$ cat src/rtl/jt49_seq_pkg.sv
// Shared definitions for the jt49 register-write sequencer: command opcodes and FSM states.
// Latency: n/a. Backpressure: n/a.
package jt49_seq_pkg;

    localparam logic [1:0] OP_WR   = 2'b00;
    localparam logic [1:0] OP_RD   = 2'b01;
    localparam logic [1:0] OP_WAIT = 2'b10;
    localparam logic [1:0] OP_NOP  = 2'b11;

    // Envelope shape register: every write to it restarts the envelope.
    localparam logic [3:0] REG_ENV_SHAPE = 4'd13;

    typedef enum logic [2:0] {
        ST_IDLE,
        ST_WR,
        ST_GAP,
        ST_RD,
        ST_WAIT
    } seq_state_t;

endpackage

$ cat src/rtl/jt49_seq_shadow.sv
// Shadow of the 16 PSG registers with write port and equality compare (JT49_SEQ_SHADOW_EN).
// Latency: write 1 cycle, compare combinational. Backpressure: none.
// Without the macro it reports no hit, so every write reaches the bus.
module jt49_seq_shadow (
    input  logic       clk,
    input  logic       rst,
    input  logic       we,
    input  logic [3:0] waddr,
    input  logic [7:0] wdata,
    input  logic [3:0] cmp_addr,
    input  logic [7:0] cmp_data,
    output logic       hit
);

`ifdef JT49_SEQ_SHADOW_EN
    logic [7:0] mem [16];

    // Cleared on reset so it tracks the PSG, which is reset alongside.
    always_ff @(posedge clk) begin
        if (rst) begin
            for (int i = 0; i < 16; i++) mem[i] <= '0;
        end else if (we) begin
            mem[waddr] <= wdata;
        end
    end

    assign hit = (mem[cmp_addr] == cmp_data);
`else
    wire unused_shadow = ^{clk, rst, we, waddr, wdata, cmp_addr, cmp_data};
    assign hit = 1'b0;
`endif

endmodule

$ cat src/rtl/jt49_seq.sv
// jt49 PSG bus master: executes write/read/wait commands with shaped cs_n/wr_n strobes.
// Latency: write WR_HOLD+2 cycles, read 3 cycles, wait N ticks + 1. Optional JT49_SEQ_SHADOW_EN drops redundant writes.
// Backpressure: cmd_ready is high only in IDLE; a command is taken on cmd_valid & cmd_ready.
module jt49_seq
    import jt49_seq_pkg::*;
#(
    parameter int WR_HOLD = 2,
    parameter int DLY_W   = 16
) (
    input  logic             clk,
    input  logic             rst,
    input  logic             cmd_valid,
    output logic             cmd_ready,
    input  logic [1:0]       cmd_op,
    input  logic [3:0]       cmd_addr,
    input  logic [DLY_W-1:0] cmd_data,
    input  logic             tick,
    output logic [3:0]       psg_addr,
    output logic [7:0]       psg_din,
    output logic             psg_cs_n,
    output logic             psg_wr_n,
    input  logic [7:0]       psg_dout,
    output logic             rd_valid,
    output logic [7:0]       rd_data,
    output logic             busy
);

    localparam logic [DLY_W-1:0] CNT_ONE   = DLY_W'(1);
    localparam logic [DLY_W-1:0] HOLD_LAST = DLY_W'(WR_HOLD - 1);

    seq_state_t       state, state_nxt;
    logic [DLY_W-1:0] cnt;
    logic             accept;
    logic             shadow_hit;
    logic             wr_drop;
    logic             wr_issue;
    logic             rd_done;

    assign cmd_ready = (state == ST_IDLE);
    assign busy      = ~cmd_ready;
    assign accept    = cmd_valid & cmd_ready;

    // Envelope shape writes always go out: the write edge itself restarts the envelope.
    assign wr_drop  = shadow_hit && (cmd_addr != REG_ENV_SHAPE);
    assign wr_issue = accept && (cmd_op == OP_WR) && !wr_drop;
    assign rd_done  = (state == ST_RD) && (state_nxt == ST_IDLE);

    jt49_seq_shadow u_shadow (
        .clk      (clk),
        .rst      (rst),
        .we       (wr_issue),
        .waddr    (cmd_addr),
        .wdata    (cmd_data[7:0]),
        .cmp_addr (cmd_addr),
        .cmp_data (cmd_data[7:0]),
        .hit      (shadow_hit)
    );

    always_comb begin
        state_nxt = state;
        case (state)
            ST_IDLE: begin
                if (accept) begin
                    case (cmd_op)
                        OP_WR:   state_nxt = wr_drop ? ST_IDLE : ST_WR;
                        OP_RD:   state_nxt = ST_RD;
                        OP_WAIT: state_nxt = (cmd_data != '0) ? ST_WAIT : ST_IDLE;
                        default: state_nxt = ST_IDLE;
                    endcase
                end
            end
            ST_WR:   if (cnt == '0) state_nxt = ST_GAP;
            ST_GAP:  state_nxt = ST_IDLE;
            ST_RD:   if (cnt == '0) state_nxt = ST_IDLE;
            ST_WAIT: if (tick && (cnt <= CNT_ONE)) state_nxt = ST_IDLE;
            default: state_nxt = ST_IDLE;
        endcase
    end

    // Strobes are registered from the next state so they change exactly on state entry.
    always_ff @(posedge clk) begin
        if (rst) begin
            state    <= ST_IDLE;
            cnt      <= '0;
            psg_addr <= '0;
            psg_din  <= '0;
            psg_cs_n <= 1'b1;
            psg_wr_n <= 1'b1;
            rd_valid <= 1'b0;
            rd_data  <= '0;
        end else begin
            state    <= state_nxt;
            psg_cs_n <= !((state_nxt == ST_WR) || (state_nxt == ST_RD));
            psg_wr_n <= !(state_nxt == ST_WR);
            rd_valid <= rd_done;
            if (rd_done) rd_data <= psg_dout;

            case (state)
                ST_IDLE: begin
                    if (wr_issue) begin
                        psg_addr <= cmd_addr;
                        psg_din  <= cmd_data[7:0];
                        cnt      <= HOLD_LAST;
                    end else if (accept && (cmd_op == OP_RD)) begin
                        psg_addr <= cmd_addr;
                        cnt      <= CNT_ONE;
                    end else if (accept && (cmd_op == OP_WAIT)) begin
                        cnt      <= cmd_data;
                    end
                end
                ST_WR, ST_RD: if (cnt != '0) cnt <= cnt - CNT_ONE;
                ST_WAIT:      if (tick) cnt <= cnt - CNT_ONE;
                default: ;
            endcase
        end
    end

endmodule
$ cat config.mk
export PLATFORM = sky130hd
export DESIGN_NAME = jt49_seq
export DESIGN_NICKNAME = d
export VERILOG_FILES = /design/src/rtl/jt49_seq_pkg.sv /design/src/rtl/jt49_seq_shadow.sv /design/src/rtl/jt49_seq.sv
export SDC_FILE = /design/constraint.sdc
export NUM_CORES = 1
export LEC_CHECK = 0
export ABC_CLOCK_PERIOD_IN_PS = 6000
export CORE_UTILIZATION = 40
export CTS_BUF_LIST = sky130_fd_sc_hd__clkbuf_4
export CTS_CLUSTER_SIZE = 24
export DETAILED_ROUTE_END_ITERATION = 12
export PLACE_DENSITY = 0.68
export SYNTH_ARGS = -nofsm -noshare
export SYNTH_HDL_FRONTEND = slang
export SYNTH_HIERARCHICAL = 1
export SYNTH_SLANG_ARGS = --single-unit
$ cat constraint.sdc
create_clock -name clk -period 6 [get_ports clk]
set_input_delay 1.2 -clock clk [delete_from_list [all_inputs] [get_ports clk]]
set_output_delay 1.2 -clock clk [all_outputs]
set_load 0.01 [all_outputs]
==> results of run 1 <==
[cell usage in the layout (no fill, tap or decap), types with 3 or more instances in the layout]
| master | Yosys | final |
|---|---|---|
| nand4_1 | 4 | 4 |
| nor4_1 | 6 | 6 |
| a311oi_1 | 3 | 3 |
| nand2_1 | 16 | 16 |
| nand2b_1 | 5 | 5 |
| nor2_1 | 26 | 26 |
| a311o_1 | 3 | 3 |
| buf_4 | 1 | 3 |
| nor2b_1 | 5 | 5 |
| o31ai_1 | 7 | 7 |
| nor3_1 | 5 | 5 |
| clkdlybuf4s50_1 | 0 | 58 |
| ha_1 | 3 | 3 |
| a22o_1 | 3 | 3 |
| a31o_2 | 3 | 3 |
| dfxtp_1 | 42 | 42 |
| a211oi_1 | 8 | 8 |
| inv_1 | 13 | 13 |
| or3_1 | 3 | 3 |
| clkbuf_4 | 0 | 5 |
| a21oi_1 | 21 | 21 |
| a22oi_1 | 7 | 7 |
| mux2i_1 | 16 | 16 |
| or4_1 | 3 | 3 |
| xor2_1 | 4 | 4 |
[final timing paths]
kind,slack (ns),start,to
setup / recovery,2.92,state[1],cmd_ready
hold / removal,0.47,psg_addr[3],psg_addr[3]
setup reg to reg,3.17,cnt[9],cnt[11]
hold reg to reg,0.47,psg_addr[3],psg_addr[3]
[logic make-up (layout without fill, tap and decap cells)]
logic type                 after synthesis  count (layout)
xor gates and xnor gates                 6               6
buffers and inverters                   32              82
AOI/OAI and AO/OA                       67              67
muxes                                   16              16
adders and majority gates                3               3
and+or+nand+nor                         92              92
other                                    1               1
DFF                                     42              42
[final cells by class]
cell class	instances	area (µm²)
flip-flops and latches	42	841
repair buffers	61	603
multi-input cells	185	1280
inverters	13	48.8
clock buffers	5	37.5
fillers	542	2550
well taps	72	90.1
clock inverters	3	21.3
[state kept, by name, summed over array words and instances, names as in the netlist]
| name | flops |
|---|---|
| psg_addr | 4 |
| psg_wr_n | 1 |
| rd_valid | 1 |
| cnt | 16 |
| state | 3 |
| psg_din | 8 |
| psg_cs_n | 1 |
| rd_data | 8 |
[layer usage]
metal	up-vias	part of all wire	global-route usage
met2	52	0.46	0.315
met1	989	0.49	0.275
met5	-	0	0
met4	0	0.0079	0.0509
met3	4	0.050	0.0405
li1	1049	-	-
[worst max-delay path, cell delays in order (launching register included)]
cell,delay (ns)
dfxtp_1,0.40
or3_1,0.47
inv_1,0.12
clkdlybuf4s50_1,0.54
[metrics by stage]
step	utilization	total power [W]	area, µm²	hold WS, ns	setup WS [ns]
after global routing	0.535	0.000763	2930	0.487	2.82
after floorplan	-	0.000505	2270	0.476	3.64
after detailed placement	0.524	0.000575	2870	0.454	2.59
after global placement	0.524	0.000574	2870	0.442	2.64
final	0.535	0.000715	2930	0.471	2.92
after CTS	0.535	0.000717	2930	0.473	2.92
[power by group through the flow]
stage | Combinational [W] | Sequential (W) | Clock, W
6_report | 0.000242 | 0.000330 | 0.000144
5_1_grt | 0.000270 | 0.000334 | 0.000159
4_1_cts | 0.000241 | 0.000329 | 0.000147
3_5_place_dp | 0.000240 | 0.000335 | 0
3_3_place_gp | 0.000239 | 0.000335 | 0
2_1_floorplan | 0.000176 | 0.000329 | 0
==> results_tabular.tex, run 1 <==
\begin{tabular}{lr}
\hline
Metric & Value \\
\hline
\multicolumn{2}{l}{\textbf{Power}} \\
\quad Design internal power & 0.000459 W \\
\quad PwrDens & 244 nW/µm² \\
\quad Sequential group share of total power & 0.461 \\
\quad Largest voltage drop on the vdd net & 142 µV \\
\quad Static leakage power & 1.02 nW \\
\quad Switching Power & 0.000256 W \\
\quad Power share of the combinational group & 0.338 \\
\quad Part of the total power dissipated in the clock network & 0.201 \\
\quad Switch share & 0.358 \\
\multicolumn{2}{l}{\textbf{Routing}} \\
\quad Routed vias & 2094 \\
\quad Router iterations before antenna repair & 4 \\
\quad Via-per-instance ratio & 5.50 \\
\quad Wire length per cell after detailed routing & 15.0 µm \\
\quad Final ANT Viol Nets & 0 \\
\quad Total wirelength of the detailed-routed design & 5720 µm \\
\quad Count of unresolved DRC violations after routing & 0 \\
\quad Initial DRC Count & 115 \\
\multicolumn{2}{l}{\textbf{Yosys}} \\
\quad Post-synthesis cell type with the largest combined area & dfxtp\_1 \\
\quad \#FFs+latches synth & 42 \\
\quad Unique cell type count in the Yosys netlist & 51 \\
\quad Fraction of the mapped netlist area in compound gates & 0.215 \\
\quad Library cell with the highest instance count after synthesis & dfxtp\_1 \\
\quad Gate count of the mapped netlist & 259 \\
\quad Number of warning messages in the yosys log & 6 \\
\quad Number of flops mapped to enable cells by yosys & 0 \\
\quad Dominant combinational cell family by area after synthesis & simple AND/OR/NAND/NOR gates \\
\quad Mapped Area & 2270 µm² \\
\quad Multiplexer fraction of the synthesized cell area & 0.0706 \\
\quad Post-synthesis share of cell area spent on full adders, half adders and majority gates & 0.0165 \\
\quad Simple-gate share of the synthesized area & 0.237 \\
\quad Top-area cell type share of the netlist area & 0.370 \\
\quad Proportion of synthesized chip area in sequential cells & 0.370 \\
\quad Mapped Nets & 296 \\
\quad Syn\_area\_per\_cell & 8.76 µm² \\
\quad Cells taking the most area after synthesis & dfxtp\_1 37\%, mux2i\_1 7.1\%, a21oi\_1 4.6\% \\
\quad Xor/xnor cell area share of the yosys netlist & 0.0232 \\
\quad Post-synth top flop & dfxtp\_1 \\
\quad Async S/R FF share, synth & 0 \\
\quad Top cell types by occurrence after synthesis & 42 x dfxtp\_1, 26 x nor2\_1, 21 x a21oi\_1 \\
\multicolumn{2}{l}{\textbf{Worst setup path}} \\
\quad R2R cell count & 5 \\
\quad Startpoint class of the critical path & flip-flop \\
\quad CP endpoint kind & output port \\
\quad Data arrival time of the critical path & 1.88 ns \\
\quad Crit Path Class & flip-flop to output port \\
\quad Largest fanout of any net on the critical path & 8 \\
\quad Data required, critical path & 4.80 ns \\
\multicolumn{2}{l}{\textbf{Clocking}} \\
\quad Maximum clock path buffer count & 2 \\
\quad Clock net sink count & 42 \\
\quad CTS Hold Bufs & 0 \\
\quad Post\_cts resized & 0 \\
\quad Clk pin slew, worst setup/hold paths & 0.13 ns \\
\quad Clock tree from TritonCTS & built \\
\quad Level count of the clock H-tree & 2 \\
\quad Insertion delay of the later-clocked pin in the worst-skew pair & 0.35 ns \\
\quad Postcts setup bufs & 0 \\
\quad Clock tree root buffer cell & clkbuf\_4 \\
\quad Number of buffers created by CTS & 5 \\
\multicolumn{2}{l}{\textbf{Floorplan}} \\
\quad I/O pins & 59 \\
\quad Vertical die dimension & 77.3 µm \\
\quad Starting density of the core & 0.415 \\
\quad Area of the die & 5980 µm² \\
\quad Core outline area & 5470 µm² \\
\quad Floorplan row count & 27 \\
\quad Die X-Extent & 77.3 µm \\
\multicolumn{2}{l}{\textbf{Timing}} \\
\quad Crit share post-route & 0.513 \\
\quad Transition at the pin with the smallest max-transition slack & 1.06 ns \\
\quad Worst rel slew slack & 0.290 \\
\quad Maximum clock frequency & 325 MHz \\
\quad Time the final worst path needs with I/O delays and setup & 3.08 ns \\
\quad Skew final & 0.00838 ns \\
\quad Number of setup violations in the final report & 0 \\
\quad Setup tns final & 0 ns \\
\quad Max Transition Viols Final & 0 \\
\quad Final Hold Violating Endpoints & 0 \\
\quad RSZ-0062 raised after global routing & false \\
\multicolumn{2}{l}{\textbf{Place}} \\
\quad Port Buffers & 58 \\
\quad Gpl congestion & 0.830 \\
\quad Total half-perimeter wirelength after legalization and detailed placement & 4030 µm \\
\quad Placed Cells incl. Taps & 373 \\
\multicolumn{2}{l}{\textbf{Cells and area}} \\
\quad Fin cells & 381 \\
\quad Area growth, synth to finish & 28.9\% \\
\quad Final-stage net count & 345 \\
\quad Fraction of final layout cells with drive strength greater than 1 & 0.0809 \\
\quad Antenna diode instance count & 0 \\
\multicolumn{2}{l}{\textbf{Worst hold path}} \\
\quad Number of cells traversed by the worst hold path & 2 \\
\quad Path category of the worst min-delay check & flip-flop to flip-flop \\
\multicolumn{2}{l}{\textbf{GRT}} \\
\quad Global routing usage summed across all routing layers & 0.199 \\
\quad GRT Residual Overflow & 0 \\
\quad Maximum number of pins on one net before global-route repair & 28 \\
\quad Global-route wire length before repair & 9590 µm \\
\quad Number of global-route vias before repair & 2040 \\
\quad Number of antenna violations at the first check in global routing & 0 \\
\multicolumn{2}{l}{\textbf{Flow run}} \\
\quad Number of max-capacitance violations reported & 0 \\
\multicolumn{2}{l}{\textbf{Outcome}} \\
\quad Outcome & complete, no violations \\
\hline
\end{tabular}
No activity file was read; power rests on OpenSTA's default activity.
==> run 2, diff against run 1 <==
- ABC_CLOCK_PERIOD_IN_PS: 6000 -> 2900
- clock period: 6 -> 2.9 ns (I/O delays scaled with it)
==> results_tabular.tex, run 2 (synthesis results as in run 1) <==
\begin{tabular}{lr}
\hline
Metric & Value \\
\hline
\multicolumn{2}{l}{\textbf{Floorplan}} \\
\quad Area of the die & 5980 µm² (unchanged) \\
\quad Floorplan row count & 27 (unchanged) \\
\quad Core outline area & 5470 µm² (unchanged) \\
\quad I/O pins & 59 (unchanged) \\
\quad Vertical die dimension & 77.3 µm (unchanged) \\
\quad Starting density of the core & 0.415 (unchanged) \\
\quad Die X-Extent & 77.3 µm (unchanged) \\
\multicolumn{2}{l}{\textbf{GRT}} \\
\quad GRT Residual Overflow & 0 (unchanged) \\
\quad Global-route wire length before repair & 9530 µm (was 9590 µm) \\
\quad Number of antenna violations at the first check in global routing & 0 (unchanged) \\
\quad Number of global-route vias before repair & 1988 (was 2040) \\
\quad Met2 global-route usage & 0.315 (unchanged) \\
\quad M1 GR Usage & 0.266 (was 0.275) \\
\quad Met3 Track Usage GR & 0.0536 (was 0.0405) \\
\quad Peak-usage layer in the global routing report & met2 (unchanged) \\
\quad Maximum number of pins on one net before global-route repair & 20 (was 28) \\
\quad Global routing usage summed across all routing layers & 0.202 (was 0.199) \\
\multicolumn{2}{l}{\textbf{Worst setup path}} \\
\quad Critical path buffers and inverters & 0 (was 2) \\
\quad Critical path, cell by cell & nor2b\_1 -> or2\_2 -> nor2\_1 -> a22oi\_1 -> a211oi\_1 (was or3\_1 -> inv\_1 -> clkdlybuf4s50\_1) \\
\quad R2R cell count & 5 (unchanged) \\
\quad Largest fanout of any net on the critical path & 17 (was 8) \\
\quad Crit Path Class & flip-flop to flip-flop (was flip-flop to output port) \\
\quad Cell family with the largest share of critical-path delay & simple AND/OR/NAND/NOR gates (was buffers and inverters) \\
\quad Slack of the worst reg-to-reg path & 0.36 ns (was 3.17 ns) \\
\quad Data arrival time of the critical path & 2.80 ns (was 1.88 ns) \\
\quad Beginning of the worst register-to-register path & state[0] (was cnt[9]) \\
\quad Startpoint class of the critical path & flip-flop (unchanged) \\
\quad Biggest cell delay along the critical path & 0.91 ns (was 0.54 ns) \\
\quad CP endpoint kind & flip-flop (was output port) \\
\quad Slowest stage cell on the critical path & nor2\_1 (was clkdlybuf4s50\_1) \\
\quad Reg-to-reg endpoint & cnt[7] (was cnt[11]) \\
\quad Data required, critical path & 3.16 ns (was 4.80 ns) \\
\multicolumn{2}{l}{\textbf{Clocking}} \\
\quad Post\_cts resized & 0 (unchanged) \\
\quad Clock tree root buffer cell & clkbuf\_4 (unchanged) \\
\quad Clk pin slew, worst setup/hold paths & 0.12 ns (was 0.13 ns) \\
\quad Number of buffers created by CTS & 5 (unchanged) \\
\quad Insertion delay of the later-clocked pin in the worst-skew pair & 0.35 ns (about the same) \\
\quad Clock net sink count & 42 (unchanged) \\
\quad Clock tree from TritonCTS & built (unchanged) \\
\quad CTS Hold Bufs & 0 (unchanged) \\
\quad Maximum clock path buffer count & 2 (unchanged) \\
\quad Postcts setup bufs & 0 (unchanged) \\
\quad Level count of the clock H-tree & 2 (unchanged) \\
\multicolumn{2}{l}{\textbf{Place}} \\
\quad Placed Cells incl. Taps & 376 (was 373) \\
\quad Gpl congestion & 0.809 (was 0.830) \\
\quad Port Buffers & 58 (unchanged) \\
\quad Total half-perimeter wirelength after legalization and detailed placement & 4230 µm (was 4030 µm) \\
\multicolumn{2}{l}{\textbf{Routing}} \\
\quad Via-per-instance ratio & 5.58 (was 5.50) \\
\quad Final ANT Viol Nets & 0 (unchanged) \\
\quad Count of unresolved DRC violations after routing & 0 (unchanged) \\
\quad Initial DRC Count & 122 (was 115) \\
\quad Wire length per cell after detailed routing & 15.4 µm (was 15.0 µm) \\
\quad Routed vias & 2142 (was 2094) \\
\quad Router iterations before antenna repair & 4 (unchanged) \\
\quad Total wirelength of the detailed-routed design & 5920 µm (was 5720 µm) \\
\multicolumn{2}{l}{\textbf{Cells and area}} \\
\quad Fraction of final layout cells with drive strength greater than 1 & 0.0865 (was 0.0809) \\
\quad Leading cell types in the layout, fill and taps excluded & 58 x clkdlybuf4s50\_1, 42 x dfxtp\_1, 26 x nor2\_1 (unchanged) \\
\quad Fin cells & 384 (was 381) \\
\quad Largest Register & cnt (unchanged) \\
\quad Final-stage net count & 348 (was 345) \\
\quad Most common cell after layout, fill and taps aside & clkdlybuf4s50\_1 (unchanged) \\
\quad Number of flip-flops in the largest register & 16 (unchanged) \\
\quad Number of fillers in the final layout & 542 (unchanged) \\
\quad Antenna diode instance count & 0 (unchanged) \\
\quad Largest regs & cnt (16), psg\_din (8), rd\_data (8) (unchanged) \\
\quad Area growth, synth to finish & 29.7\% (was 28.9\%) \\
\multicolumn{2}{l}{\textbf{Timing}} \\
\quad Final Hold Violating Endpoints & 0 (unchanged) \\
\quad Maximum clock frequency & 393 MHz \\
\quad Setup tns final & 0 ns (unchanged) \\
\quad Transition at the pin with the smallest max-transition slack & 1.12 ns (was 1.06 ns) \\
\quad Skew final & 0.0128 ns (was 0.00838 ns) \\
\quad Crit share post-route & 0.877 \\
\quad Max Transition Viols Final & 0 (unchanged) \\
\quad Time the final worst path needs with I/O delays and setup & 2.54 ns \\
\quad Number of setup violations in the final report & 0 (unchanged) \\
\quad Worst rel slew slack & 0.249 (was 0.290) \\
\quad RSZ-0062 raised after global routing & false (unchanged) \\
\multicolumn{2}{l}{\textbf{Power}} \\
\quad Switching Power & 0.000519 W (was 0.000256 W) \\
\quad Power share of the combinational group & 0.343 (was 0.338) \\
\quad Sequential group share of total power & 0.462 (was 0.461) \\
\quad Part of the total power dissipated in the clock network & 0.195 (was 0.201) \\
\quad Largest voltage drop on the vdd net & 264 µV (was 142 µV) \\
\quad Switch share & 0.352 (was 0.358) \\
\quad Design internal power & 0.000958 W (was 0.000459 W) \\
\quad Static leakage power & 1.03 nW (was 1.02 nW) \\
\quad PwrDens & 502 nW/µm² (was 244 nW/µm²) \\
\multicolumn{2}{l}{\textbf{Worst hold path}} \\
\quad Number of cells traversed by the worst hold path & 2 (unchanged) \\
\quad Path category of the worst min-delay check & flip-flop to flip-flop (unchanged) \\
\quad Critical hold path startpoint & psg\_addr[0] (was psg\_addr[3]) \\
\quad Worst min-delay path endpoint & psg\_addr[0] (was psg\_addr[3]) \\
\multicolumn{2}{l}{\textbf{Outcome}} \\
\quad Outcome & complete, no violations (unchanged) \\
\multicolumn{2}{l}{\textbf{Flow run}} \\
\quad Number of max-capacitance violations reported & 0 (unchanged) \\
\hline
\end{tabular}
==> run 2: cell types whose count changed in the layout (fill, tap and decap cells not counted), sizes merged <==
cell / delta
clkbuf: +1
clkinvlp: -1
buf: +3
==> run 2: per-stage QoR <==
| step | area [µm²] | hold WS (ns) | setup WS, ns | util | power (W) |
|---|---|---|---|---|---|
| 2_1_floorplan | 2270 | 0.476 | 0.718 | - | 0.00105 |
| 3_3_place_gp | 2890 | 0.443 | 0.153 | 0.528 | 0.00119 |
| 3_5_place_dp | 2890 | 0.447 | 0.111 | 0.528 | 0.00120 |
| 4_1_cts | 2940 | 0.462 | 0.376 | 0.538 | 0.00149 |
| 5_1_grt | 2940 | 0.489 | 0.186 | 0.538 | 0.00157 |
| 6_report | 2940 | 0.458 | 0.355 | 0.538 | 0.00148 |
==> run 2: how the worst max path moves through the flow <==
stage,cells after the start,endpoint,slack (ns),startpoint
floorplan,8,cnt[14],0.72,cnt[0]
global placement,6,cnt[10],0.15,cmd_op[1]
detailed placement,6,cnt[7],0.11,cmd_op[1]
CTS,5,cnt[7],0.38,state[0]
global route,5,cnt[5],0.19,state[0]
finish,5,cnt[7],0.36,state[0]
==> run 2: worst min-delay path, delay by kind of cell, from the launching register on <==
| kind | cells | cell delay (ns) |
|---|---|---|
| AO/OA/AOI/OAI | 1 | 0.05 |
| flip-flops | 1 | 0.33 |
| AND/OR/NAND/NOR | 1 | 0.05 |
==> run 2: power groups by stage <==
stage / Sequential (W) / Clock (W) / Combinational (W)
finish: 0.000682 / 0.000288 / 0.000506
global placement: 0.000694 / 0 / 0.000497
floorplan: 0.000681 / 0 / 0.000365
CTS: 0.000681 / 0.000303 / 0.000506
detailed placement: 0.000694 / 0 / 0.000503
global route: 0.000693 / 0.000325 / 0.000556
==> run 2: final cells by class <==
class / count / area (µm²) / area share
clock inverters: 2 / 8.76 / 0.00297
clock buffers: 6 / 45.0 / 0.0153
multi-input cells: 185 / 1280 / 0.436
repair buffers: 64 / 626 / 0.212
flip-flops and latches: 42 / 841 / 0.286
well taps: 72 / 90.1 / 0.0306
inverters: 13 / 48.8 / 0.0166
==> run 2: routing by layer <==
layer,vias up,routed length [µm]
met3,9,291
met1,1030,2850
met4,0,94
met5,-,0
li1,1051,-
met2,52,2680
==> run 3, diff against run 2 <==
- CORE_UTILIZATION: 40 -> 23
- PLACE_DENSITY: 0.68 -> not set
==> results_tabular.tex, run 3 (synthesis results as in run 1) <==
\begin{tabular}{lr}
\hline
Metric & Value \\
\hline
\multicolumn{2}{l}{\textbf{Timing}} \\
\quad Setup tns final & 0 ns (unchanged) \\
\quad Crit share post-route & 0.858 (was 0.877) \\
\quad Final Hold Violating Endpoints & 0 (unchanged) \\
\quad Worst hold margin & 0.470 ns (was 0.458 ns) \\
\quad Max Transition Viols Final & 0 (unchanged) \\
\quad Worst rel slew slack & 0.504 (was 0.249) \\
\quad Transition at the pin with the smallest max-transition slack & 0.739 ns (was 1.12 ns) \\
\quad RSZ-0062 raised after global routing & false (unchanged) \\
\quad Skew final & 0.00271 ns (was 0.0128 ns) \\
\quad Time the final worst path needs with I/O delays and setup & 2.49 ns (was 2.54 ns) \\
\quad Number of setup violations in the final report & 0 (unchanged) \\
\quad Maximum clock frequency & 402 MHz (was 393 MHz) \\
\multicolumn{2}{l}{\textbf{Worst hold path}} \\
\quad Worst min-delay path endpoint & psg\_addr[1] (was psg\_addr[0]) \\
\quad Critical hold path startpoint & psg\_addr[1] (was psg\_addr[0]) \\
\quad Number of cells traversed by the worst hold path & 2 (unchanged) \\
\quad Path category of the worst min-delay check & flip-flop to flip-flop (unchanged) \\
\multicolumn{2}{l}{\textbf{GRT}} \\
\quad Peak-usage layer in the global routing report & met2 (unchanged) \\
\quad Met3 Track Usage GR & 0.0276 (was 0.0536) \\
\quad GRT Residual Overflow & 0 (unchanged) \\
\quad Number of global-route vias before repair & 2099 (was 1988) \\
\quad Global routing usage summed across all routing layers & 0.129 (was 0.202) \\
\quad Maximum number of pins on one net before global-route repair & 45 (was 20) \\
\quad Global-route wire length before repair & 10500 µm (was 9530 µm) \\
\quad Met2 global-route usage & 0.212 (was 0.315) \\
\quad Number of antenna violations at the first check in global routing & 0 (unchanged) \\
\quad M1 GR Usage & 0.174 (was 0.266) \\
\multicolumn{2}{l}{\textbf{Worst setup path}} \\
\quad Crit Path Class & flip-flop to output port (was flip-flop to flip-flop) \\
\quad Cell family with the largest share of critical-path delay & buffers and inverters (was simple AND/OR/NAND/NOR gates) \\
\quad Critical path, cell by cell & or3\_1 -> inv\_1 -> clkdlybuf4s50\_1 (was nor2b\_1 -> or2\_2 -> nor2\_1 -> a22oi\_1 -> a211oi\_1) \\
\quad Critical path buffers and inverters & 2 (was 0) \\
\quad Largest fanout of any net on the critical path & 8 (was 17) \\
\quad CP endpoint kind & output port (was flip-flop) \\
\quad Data arrival time of the critical path & 1.91 ns (was 2.80 ns) \\
\quad Startpoint class of the critical path & flip-flop (unchanged) \\
\quad Biggest cell delay along the critical path & 0.55 ns (was 0.91 ns) \\
\quad Data required, critical path & 2.32 ns (was 3.16 ns) \\
\quad R2R cell count & 7 (was 5) \\
\quad Slack of the worst reg-to-reg path & 0.51 ns (was 0.36 ns) \\
\quad Reg-to-reg endpoint & cnt[14] (was cnt[7]) \\
\quad Slowest stage cell on the critical path & clkdlybuf4s50\_1 (was nor2\_1) \\
\quad Beginning of the worst register-to-register path & cnt[0] (was state[0]) \\
\multicolumn{2}{l}{\textbf{Cells and area}} \\
\quad Largest Register & cnt (unchanged) \\
\quad Most common cell after layout, fill and taps aside & clkdlybuf4s50\_1 (unchanged) \\
\quad Leading cell types in the layout, fill and taps excluded & 58 x clkdlybuf4s50\_1, 42 x dfxtp\_1, 26 x nor2\_1 (unchanged) \\
\quad Finished layout cell area & 3050 µm² (was 2940 µm²) \\
\quad Number of flip-flops in the largest register & 16 (unchanged) \\
\quad Largest regs & cnt (16), psg\_din (8), rd\_data (8) (unchanged) \\
\quad Area growth, synth to finish & 34.2\% (was 29.7\%) \\
\quad Fraction of final layout cells with drive strength greater than 1 & 0.0836 (was 0.0865) \\
\quad Final-stage net count & 348 (unchanged) \\
\quad Number of fillers in the final layout & 997 (was 542) \\
\quad Antenna diode instance count & 0 (unchanged) \\
\multicolumn{2}{l}{\textbf{Outcome}} \\
\quad Outcome & complete, no violations (unchanged) \\
\multicolumn{2}{l}{\textbf{Power}} \\
\quad Final Power & 0.00157 W (was 0.00148 W) \\
\quad PwrDens & 517 nW/µm² (was 502 nW/µm²) \\
\quad Largest voltage drop on the vdd net & 182 µV (was 264 µV) \\
\quad Static leakage power & 1.04 nW (was 1.03 nW) \\
\multicolumn{2}{l}{\textbf{Clocking}} \\
\quad Postcts setup bufs & 0 (unchanged) \\
\quad Clock net sink count & 42 (unchanged) \\
\quad Level count of the clock H-tree & 2 (unchanged) \\
\quad Number of buffers created by CTS & 5 (unchanged) \\
\quad Post\_cts resized & 0 (unchanged) \\
\quad Clock tree root buffer cell & clkbuf\_4 (unchanged) \\
\quad Insertion delay of the later-clocked pin in the worst-skew pair & 0.35 ns (about the same) \\
\quad CTS Hold Bufs & 0 (unchanged) \\
\quad Clock tree from TritonCTS & built (unchanged) \\
\quad Clk pin slew, worst setup/hold paths & 0.12 ns (about the same) \\
\quad Maximum clock path buffer count & 2 (unchanged) \\
\multicolumn{2}{l}{\textbf{Floorplan}} \\
\quad Floorplan row count & 35 (was 27) \\
\quad Vertical die dimension & 101 µm (was 77.3 µm) \\
\quad Core outline area & 9420 µm² (was 5470 µm²) \\
\quad Starting density of the core & 0.241 (was 0.415) \\
\quad Area of the die & 10300 µm² (was 5980 µm²) \\
\quad Die X-Extent & 101 µm (was 77.3 µm) \\
\quad I/O pins & 59 (unchanged) \\
\multicolumn{2}{l}{\textbf{Place}} \\
\quad Gpl congestion & 0.792 (was 0.809) \\
\quad Port Buffers & 58 (unchanged) \\
\quad Total half-perimeter wirelength after legalization and detailed placement & 4610 µm (was 4230 µm) \\
\quad Area after detailed placement & 2970 µm² (was 2890 µm²) \\
\multicolumn{2}{l}{\textbf{Flow run}} \\
\quad Number of max-capacitance violations reported & 0 (unchanged) \\
\multicolumn{2}{l}{\textbf{Routing}} \\
\quad Count of unresolved DRC violations after routing & 0 (unchanged) \\
\quad Initial DRC Count & 94 (was 122) \\
\quad Router iterations before antenna repair & 4 (unchanged) \\
\quad Via-per-instance ratio & 4.97 (was 5.58) \\
\quad Total wirelength of the detailed-routed design & 6590 µm (was 5920 µm) \\
\quad Routed vias & 2185 (was 2142) \\
\quad Wire length per cell after detailed routing & 15.0 µm (was 15.4 µm) \\
\quad Final ANT Viol Nets & 0 (unchanged) \\
\hline
\end{tabular}
## run 3: report_power, final
part           total (W)  switching [W]  internal (W)
registers       0.000683      0.0000600      0.000623
clock network   0.000369       0.000194      0.000175
logic           0.000522       0.000279      0.000242
## run 3: worst max-delay path by stage
stage / slack, ns / end / cells past startpoint / startpoint
2_1_floorplan: 0.72 / cnt[14] / 8 / cnt[0]
3_3_place_gp: 0.37 / cnt[11] / 7 / cmd_op[1]
3_5_place_dp: 0.31 / cnt[11] / 7 / cmd_op[1]
4_1_cts: 0.40 / cmd_ready / 3 / state[1]
5_1_grt: 0.33 / cmd_ready / 3 / state[1]
6_report: 0.41 / cmd_ready / 3 / state[1]
## run 3: final cells by class
class	instances	area [µm²]	area share
Tap cell	129	161	0.0530
Timing Repair Buffer	64	638	0.210
Sequential cell	42	841	0.276
Multi-Input combinational cell	185	1280	0.422
Inverter	13	48.8	0.0160
Clock buffer	5	37.5	0.0123
Clock inverter	2	33.8	0.0111
## run 3: tightest hold or removal path, stage by stage (launching register included)
cell and delay (ns):
dfxtp_1 0.33, nand2_1 0.05, a21oi_1 0.05
## run 3: routing by layer
metal	wire length [µm]	vias up
met5	0	-
met4	44	0
met3	359	9
met2	3060	71
met1	3130	1046
li1	-	1059
## run 3: per-stage QoR
stage                     instances   util  worst slack (ns)
after floorplan                 259      -             0.718
after global placement          433  0.316             0.371
after detailed placement        433  0.316             0.305
after CTS                       440  0.323             0.402
after global routing            440  0.323             0.327
final                           440  0.323             0.410
